$ cat config.mk
export PLATFORM = sky130hd
export DESIGN_NAME = ram_port_arbiter_flat
export DESIGN_NICKNAME = d
export VERILOG_FILES = /design/src/rtl/ram_port_arbiter_if.sv /design/src/rtl/ram_port_arbiter.sv /design/src/flat_wrapper.sv
export SDC_FILE = /design/constraint.sdc
export NUM_CORES = 1
export LEC_CHECK = 0
export ABC_AREA = 1
export CAP_MARGIN = 20
export CORE_MARGIN = 2
export CORE_UTILIZATION = 35
export DETAILED_ROUTE_END_ITERATION = 6
export GPL_TIMING_DRIVEN = 0
export HOLD_SLACK_MARGIN = 0.15
export PLACE_DENSITY = 0.81
export SLEW_MARGIN = 25
export SYNTH_ARGS = -nofsm -noshare
export SYNTH_HDL_FRONTEND = slang
export SYNTH_SLANG_ARGS = --single-unit
export TNS_END_PERCENT = 50
$ cat constraint.sdc
create_clock -name clk -period 2.34 [get_ports clk]
set_input_delay 0.468 -clock clk [delete_from_list [all_inputs] [get_ports clk]]
set_output_delay 0.468 -clock clk [all_outputs]
set_load 0.02 [all_outputs]
$ cat src/rtl/ram_port_arbiter_if.sv
// rtl/ram_port_arbiter_if.sv - requester-side command/response bundle for ram_port_arbiter
//
// One instance per requester.
//   address, byteenable, read, write, writedata : requester -> arbiter command
//   waitrequest                                 : arbiter -> requester, 1 = not accepted
//   readdata, readdatavalid                     : arbiter -> requester read response
interface ram_port_arbiter_if #(
  parameter int ADDR_W = 11,
  parameter int DATA_W = 32
);
  logic [ADDR_W-1:0]   address;
  logic [DATA_W/8-1:0] byteenable;
  logic                read;
  logic                write;
  logic [DATA_W-1:0]   writedata;
  logic                waitrequest;
  logic [DATA_W-1:0]   readdata;
  logic                readdatavalid;

  modport master (
    output address, byteenable, read, write, writedata,
    input  waitrequest, readdata, readdatavalid
  );

  modport slave (
    input  address, byteenable, read, write, writedata,
    output waitrequest, readdata, readdatavalid
  );
endinterface

$ cat src/rtl/ram_port_arbiter.sv
// rtl/ram_port_arbiter.sv - two-requester arbiter in front of a single-port synchronous RAM
//
// Ports:
//   clk, reset_n        : clock, asynchronous active-low reset
//   a, b                : requester bundles (ram_port_arbiter_if.slave)
//   ram_address         : RAM word address (holds last value when idle)
//   ram_byteenable      : RAM write byte lanes (holds last value when idle)
//   ram_writedata       : RAM write data (holds last value when idle)
//   ram_chipselect      : 1 on any granted cycle
//   ram_write           : 1 on a granted write
//   ram_clken           : RAM clock enable, high whenever out of reset
//   ram_readdata        : RAM q, valid one clock after the address edge
module ram_port_arbiter #(
  parameter int ADDR_W    = 11,
  parameter int DATA_W    = 32,
  parameter int MAX_BURST = 4
) (
  input  logic                clk,
  input  logic                reset_n,
  ram_port_arbiter_if.slave   a,
  ram_port_arbiter_if.slave   b,
  output logic [ADDR_W-1:0]   ram_address,
  output logic [DATA_W/8-1:0] ram_byteenable,
  output logic                ram_chipselect,
  output logic                ram_write,
  output logic [DATA_W-1:0]   ram_writedata,
  output logic                ram_clken,
  input  logic [DATA_W-1:0]   ram_readdata
);

  localparam int BE_W  = DATA_W / 8;
  localparam int CNT_W = 4;
  localparam logic [CNT_W-1:0] MAX_CNT = CNT_W'(MAX_BURST);

  typedef enum logic {
    OWNER_A = 1'b0,
    OWNER_B = 1'b1
  } owner_t;

  owner_t            owner_q, owner_d;
  logic [CNT_W-1:0]  cnt_q, cnt_d;
  logic              req_a, req_b;
  logic              grant_a, grant_b;
  logic              owner_keeps;
  logic [ADDR_W-1:0] addr_q;
  logic [BE_W-1:0]   be_q;
  logic [DATA_W-1:0] wd_q;
  logic              rdv_a_q, rdv_b_q;

  assign req_a = a.read | a.write;
  assign req_b = b.read | b.write;

  // Owner keeps the port on a tie only inside an unfinished burst; a zero
  // count (idle last cycle, or just out of reset) hands a tie to the other side.
  assign owner_keeps = (cnt_q != '0) && (cnt_q < MAX_CNT);

  // Grants are gated by reset_n so that both waitrequests read high while
  // reset is held, even if requesters are already asserting commands.
  always_comb begin
    grant_a = 1'b0;
    grant_b = 1'b0;
    if (reset_n) begin
      if (req_a && req_b) begin
        if (owner_keeps) begin
          grant_a = (owner_q == OWNER_A);
          grant_b = (owner_q == OWNER_B);
        end else begin
          grant_a = (owner_q == OWNER_B);
          grant_b = (owner_q == OWNER_A);
        end
      end else begin
        grant_a = req_a;
        grant_b = req_b;
      end
    end
  end

  always_comb begin
    owner_d = owner_q;
    cnt_d   = cnt_q;
    if (grant_a || grant_b) begin
      if ((grant_a && owner_q == OWNER_A) || (grant_b && owner_q == OWNER_B)) begin
        if (cnt_q < MAX_CNT) begin
          cnt_d = cnt_q + 1'b1;
        end
      end else begin
        owner_d = grant_a ? OWNER_A : OWNER_B;
        cnt_d   = CNT_W'(1);
      end
    end else begin
      cnt_d = '0;
    end
  end

  // RAM command mux; the *_q registers replay the last driven values on idle cycles.
  always_comb begin
    ram_address    = addr_q;
    ram_byteenable = be_q;
    ram_writedata  = wd_q;
    ram_chipselect = 1'b0;
    ram_write      = 1'b0;
    if (grant_a) begin
      ram_address    = a.address;
      ram_byteenable = a.byteenable;
      ram_writedata  = a.writedata;
      ram_chipselect = 1'b1;
      ram_write      = a.write;
    end else if (grant_b) begin
      ram_address    = b.address;
      ram_byteenable = b.byteenable;
      ram_writedata  = b.writedata;
      ram_chipselect = 1'b1;
      ram_write      = b.write;
    end
  end

  always_ff @(posedge clk or negedge reset_n) begin
    if (!reset_n) begin
      owner_q <= OWNER_B;
      cnt_q   <= '0;
      addr_q  <= '0;
      be_q    <= '0;
      wd_q    <= '0;
      rdv_a_q <= 1'b0;
      rdv_b_q <= 1'b0;
    end else begin
      owner_q <= owner_d;
      cnt_q   <= cnt_d;
      addr_q  <= ram_address;
      be_q    <= ram_byteenable;
      wd_q    <= ram_writedata;
      // read+write together executes as a write, so it earns no response
      rdv_a_q <= grant_a & ~a.write;
      rdv_b_q <= grant_b & ~b.write;
    end
  end

  assign a.waitrequest   = ~grant_a;
  assign b.waitrequest   = ~grant_b;
  assign a.readdata      = ram_readdata;
  assign b.readdata      = ram_readdata;
  assign a.readdatavalid = rdv_a_q;
  assign b.readdatavalid = rdv_b_q;

  // Combinational from reset_n so the RAM is already enabled on the first
  // edge after release, when a grant can already be in flight.
  assign ram_clken = reset_n;

endmodule

$ cat src/flat_wrapper.sv
// flat-port wrapper written by rule: the top's interface ports become plain ports
module ram_port_arbiter_flat 
#(
  parameter int ADDR_W    = 11,
  parameter int DATA_W    = 32,
  parameter int MAX_BURST = 4
)
  (clk, reset_n, ram_address, ram_byteenable, ram_chipselect, ram_write, ram_writedata, ram_clken, ram_readdata, a_address, a_byteenable, a_read, a_write, a_writedata, a_waitrequest, a_readdata, a_readdatavalid, b_address, b_byteenable, b_read, b_write, b_writedata, b_waitrequest, b_readdata, b_readdatavalid);
  ram_port_arbiter_if #(.ADDR_W(ADDR_W), .DATA_W(DATA_W)) a_i ();
  ram_port_arbiter_if #(.ADDR_W(ADDR_W), .DATA_W(DATA_W)) b_i ();
  input  logic clk;
  input  logic reset_n;
  output logic [ADDR_W-1:0] ram_address;
  output logic [DATA_W/8-1:0] ram_byteenable;
  output logic ram_chipselect;
  output logic ram_write;
  output logic [DATA_W-1:0] ram_writedata;
  output logic ram_clken;
  input  logic [DATA_W-1:0] ram_readdata;
  input wire logic [$bits(a_i.address)-1:0] a_address;
  input wire logic [$bits(a_i.byteenable)-1:0] a_byteenable;
  input wire logic [$bits(a_i.read)-1:0] a_read;
  input wire logic [$bits(a_i.write)-1:0] a_write;
  input wire logic [$bits(a_i.writedata)-1:0] a_writedata;
  output wire logic [$bits(a_i.waitrequest)-1:0] a_waitrequest;
  output wire logic [$bits(a_i.readdata)-1:0] a_readdata;
  output wire logic [$bits(a_i.readdatavalid)-1:0] a_readdatavalid;
  input wire logic [$bits(b_i.address)-1:0] b_address;
  input wire logic [$bits(b_i.byteenable)-1:0] b_byteenable;
  input wire logic [$bits(b_i.read)-1:0] b_read;
  input wire logic [$bits(b_i.write)-1:0] b_write;
  input wire logic [$bits(b_i.writedata)-1:0] b_writedata;
  output wire logic [$bits(b_i.waitrequest)-1:0] b_waitrequest;
  output wire logic [$bits(b_i.readdata)-1:0] b_readdata;
  output wire logic [$bits(b_i.readdatavalid)-1:0] b_readdatavalid;
  assign a_i.address = a_address;
  assign a_i.byteenable = a_byteenable;
  assign a_i.read = a_read;
  assign a_i.write = a_write;
  assign a_i.writedata = a_writedata;
  assign a_waitrequest = a_i.waitrequest;
  assign a_readdata = a_i.readdata;
  assign a_readdatavalid = a_i.readdatavalid;
  assign b_i.address = b_address;
  assign b_i.byteenable = b_byteenable;
  assign b_i.read = b_read;
  assign b_i.write = b_write;
  assign b_i.writedata = b_writedata;
  assign b_waitrequest = b_i.waitrequest;
  assign b_readdata = b_i.readdata;
  assign b_readdatavalid = b_i.readdatavalid;
  ram_port_arbiter #(.ADDR_W(ADDR_W), .DATA_W(DATA_W), .MAX_BURST(MAX_BURST)) u_core (.clk(clk), .reset_n(reset_n), .a(a_i), .b(b_i), .ram_address(ram_address), .ram_byteenable(ram_byteenable), .ram_chipselect(ram_chipselect), .ram_write(ram_write), .ram_writedata(ram_writedata), .ram_clken(ram_clken), .ram_readdata(ram_readdata));
endmodule
==> results.py <==
metrics = {
    "layout": {
        "seq_area_sq_um": 1350,
        "final_util": 0.732,
        "fillCellCount": 706,
        "stdcell_area_sq_um": 7120,
        "final_common_cell": "clkdlybuf4s50_1",
        "drive_above_1_share": 0.394,
        "multiInputGateArea_sq_um": 1570,
        "area_growth_syn_to_layout_pct": 104,
        "diodes": 0,
        "layout_common_cells": "clkdlybuf4s50_1, nand2_1, buf_4",
        "finalNetCount": 928,
    },
    "power": {
        "finalPower_w": 0.00729,
        "ir_drop_uv": 556,
        "power_density_nw_per_um2": 1020,
        "leakage_nw": 3.83,
    },
    "yosys": {
        "synth_top_family_by_area": "simple AND/OR/NAND/NOR gates",
        "ys_ff_latch": 54,
        "postSynthCellCount": 517,
        "seq_area_frac_synth": 0.388,
        "synth.cell_area_sq_um": 3490,
        "yosysUniqueCellTypes": 16,
        "yosysWarnings": 0,
        "synthAdderAreaFrac": 0.00717,
        "synth_simple_gate_area_share": 0.313,
        "synth_compound_area_frac": 0.00430,
        "synth_mux_area_frac": 0,
        "synthXorXnorAreaFrac": 0,
        "yosysTopAreaCell": "dfrtp_1",
        "syn-mean-instance-area_sq_um": 6.75,
        "synthTopCellsByArea": "dfrtp_1, nand2_1, buf_4, inv_1, nand3_1",
        "syn_nets": 651,
        "netlist.area_leader.share": 0.380,
    },
    "grt": {
        "grt_antenna_before_repair": 0,
        "grt_pass1_wl_mm": 20.5,
        "grt_overflow": 0,
        "grt_pass1_vias": 4281,
        "grt_max_degree": 24,
        "track_usage": 0.232,
    },
    "floorplanning": {
        "die_area_sq_um": 10800,
        "std_cell_rows": 36,
        "die_h_um": 104,
        "die_x_um": 104,
        "ios": 250,
        "fp.coreArea_sq_um": 9730,
        "initial_core_util": 0.359,
    },
    "detailed_routing": {
        "viasPerCell": 4.50,
        "drt_iter0_drc": 113,
        "route.final.wire_length_mm": 13.8,
        "drc": 0,
        "postRouteAntennaNets": 0,
        "first_pass_iters": 4,
        "vias": 4172,
        "wire_per_inst_um": 14.9,
    },
    "critical_path": {
        "crit_fanout": 6,
        "critPathLaunchType": "register",
        "crit_arrival_ns": 2.05,
        "required_ns": 1.87,
        "critPathKind": "reg -> out",
        "end_kind": "primary output",
    },
    "worst_hold_path": {
        "worst_hold_path_type": "in -> async",
    },
    "cts": {
        "cts_tree": "built",
        "ctsRootBufferMaster": "clkbuf_8",
        "cts_buffers": 5,
        "htree_levels": 2,
        "clk_latency_ns": 0.31,
        "clk_pin_slew_worst_paths_ns": 0.10,
        "cts.path.max_buffers": 2,
        "cts.sinks": 54,
    },
    "place": {
        "placed_area_sq_um": 5840,
        "place.gp.congestion": 0.778,
        "post-place-ws_ns": -0.896,
        "dpl.hpwl_mm": 8.68,
        "io_buffers": 217,
    },
    "timing": {
        "slew_viol_final": 0,
        "setup_violations": 49,
        "slew-limit-headroom": 0.509,
        "finalHoldViolations": 0,
        "rsz0062_at_grt": "yes",
        "whs_ns": 0.201,
        "clock-skew-final_ns": 0.00621,
        "finalCritPeriodShare": 1.08,
        "fin_crit_ns": 2.52,
        "worst_slew_pin_slew_ns": 0.734,
        "max_freq_mhz": 397,
        "setup_slack_ns": -0.180,
    },
    "job": {
        "cap_violations": 0,
    },
    "outcome": {
        "violations": "setup timing",
        "outcome": "finished, violations left",
    },
}
[worst max-delay path, cell delays in order, from the launching register on]
cell and delay (ns):
dfrtp_1 0.39, inv_2 0.06, ha_4 0.16, inv_4 0.07
nand2_4 0.07, nand2_4 0.08, nand3_4 0.09, nand2_4 0.13
inv_6 0.06, buf_12 0.14, buf_8 0.13, nand2_1 0.05
nand3_1 0.10, nand2_2 0.10, buf_6 0.12
[registers in the layout (all words and copies together) (netlist names)]
register	cells
u_core.cnt_q	4
u_core.a.readdatavalid	1
u_core.addr_q	11
u_core.owner_q	1
u_core.wd_q	32
u_core.b.readdatavalid	1
u_core.be_q	4
[layer usage]
layer / GRT usage / vias to the layer above / wire, um
li1: - / 1987 / -
met1: 0.259 / 1956 / 5160
met2: 0.434 / 192 / 7490
met3: 0.0415 / 37 / 761
met4: 0.0888 / 0 / 401
met5: 0 / - / 0
[Yosys cell counts]
cell,number
nand3_2,1
inv_2,2
o21ai_1,1
nand3_1,52
dfrtp_1,53
a21oi_1,2
ha_1,2
buf_6,3
nor2_4,1
inv_1,102
nor2_1,12
nand2_1,201
nand2_2,2
buf_4,67
buf_2,15
dfstp_2,1
[logic make-up (layout without fill, tap and decap cells)]
group / Yosys count / count (layout)
AOI/OAI and AO/OA: 3 / 3
buffers and inverters: 189 / 467
adders and majority gates: 2 / 2
and+or+nand+nor: 269 / 269
DFF: 54 / 54
[layout make-up]
type,count,area share
multi-input cells,274,0.221
flip-flops and latches,54,0.190
plain buffers,84,0.105
clock buffers,7,0.0121
inverters,104,0.0562
clock inverters,1,0.000703
well taps,133,0.0234
repair buffers,271,0.391
[per-stage QoR]
step,instances,setup TNS [ns]
2_1_floorplan,517,0
3_3_place_gp,867,-281.60
3_5_place_dp,868,-40.58
4_1_cts,914,-5.01
5_1_grt,928,-9.87
6_report,928,-5.02
[path summary, 6_finish.rpt]
kind | startpoint | endpoint | depth (start not counted) | slack [ns]
hold / removal | reset_n | u_core.owner_q$_DFFE_PN1P_ | 2 | 0.20
setup reg to reg | u_core.cnt_q[0]$_DFFE_PN0P_ | u_core.wd_q[29]$_DFF_PN0_ | 17 | 0.09
min in group clk | b_write | u_core.b.readdatavalid$_DFF_PN0_ | 2 | 0.50
max in group asynchronous | reset_n | u_core.wd_q[6]$_DFF_PN0_ | 3 | 1.00
hold reg to reg | u_core.cnt_q[3]$_DFFE_PN0P_ | u_core.cnt_q[3]$_DFFE_PN0P_ | 2 | 0.59
setup / recovery | u_core.cnt_q[0]$_DFFE_PN0P_ | ram_writedata[28] | 14 | -0.18
[where the power goes]
part           internal [W]  switching [W]
registers           0.00138       0.000136
logic               0.00255        0.00267
clock network      0.000240       0.000316
total               0.00417        0.00313
[what timing repair did]
item                                    CTS  global route
gates cloned                              8             2
endpoints found under the hold margin    23             0
gates resized for setup                 385            99
endpoints found under the setup margin   51            52
setup buffers                            29            14
pin swaps                                23            32
hold buffers                              2             0
No activity file was read; power rests on OpenSTA's default activity.
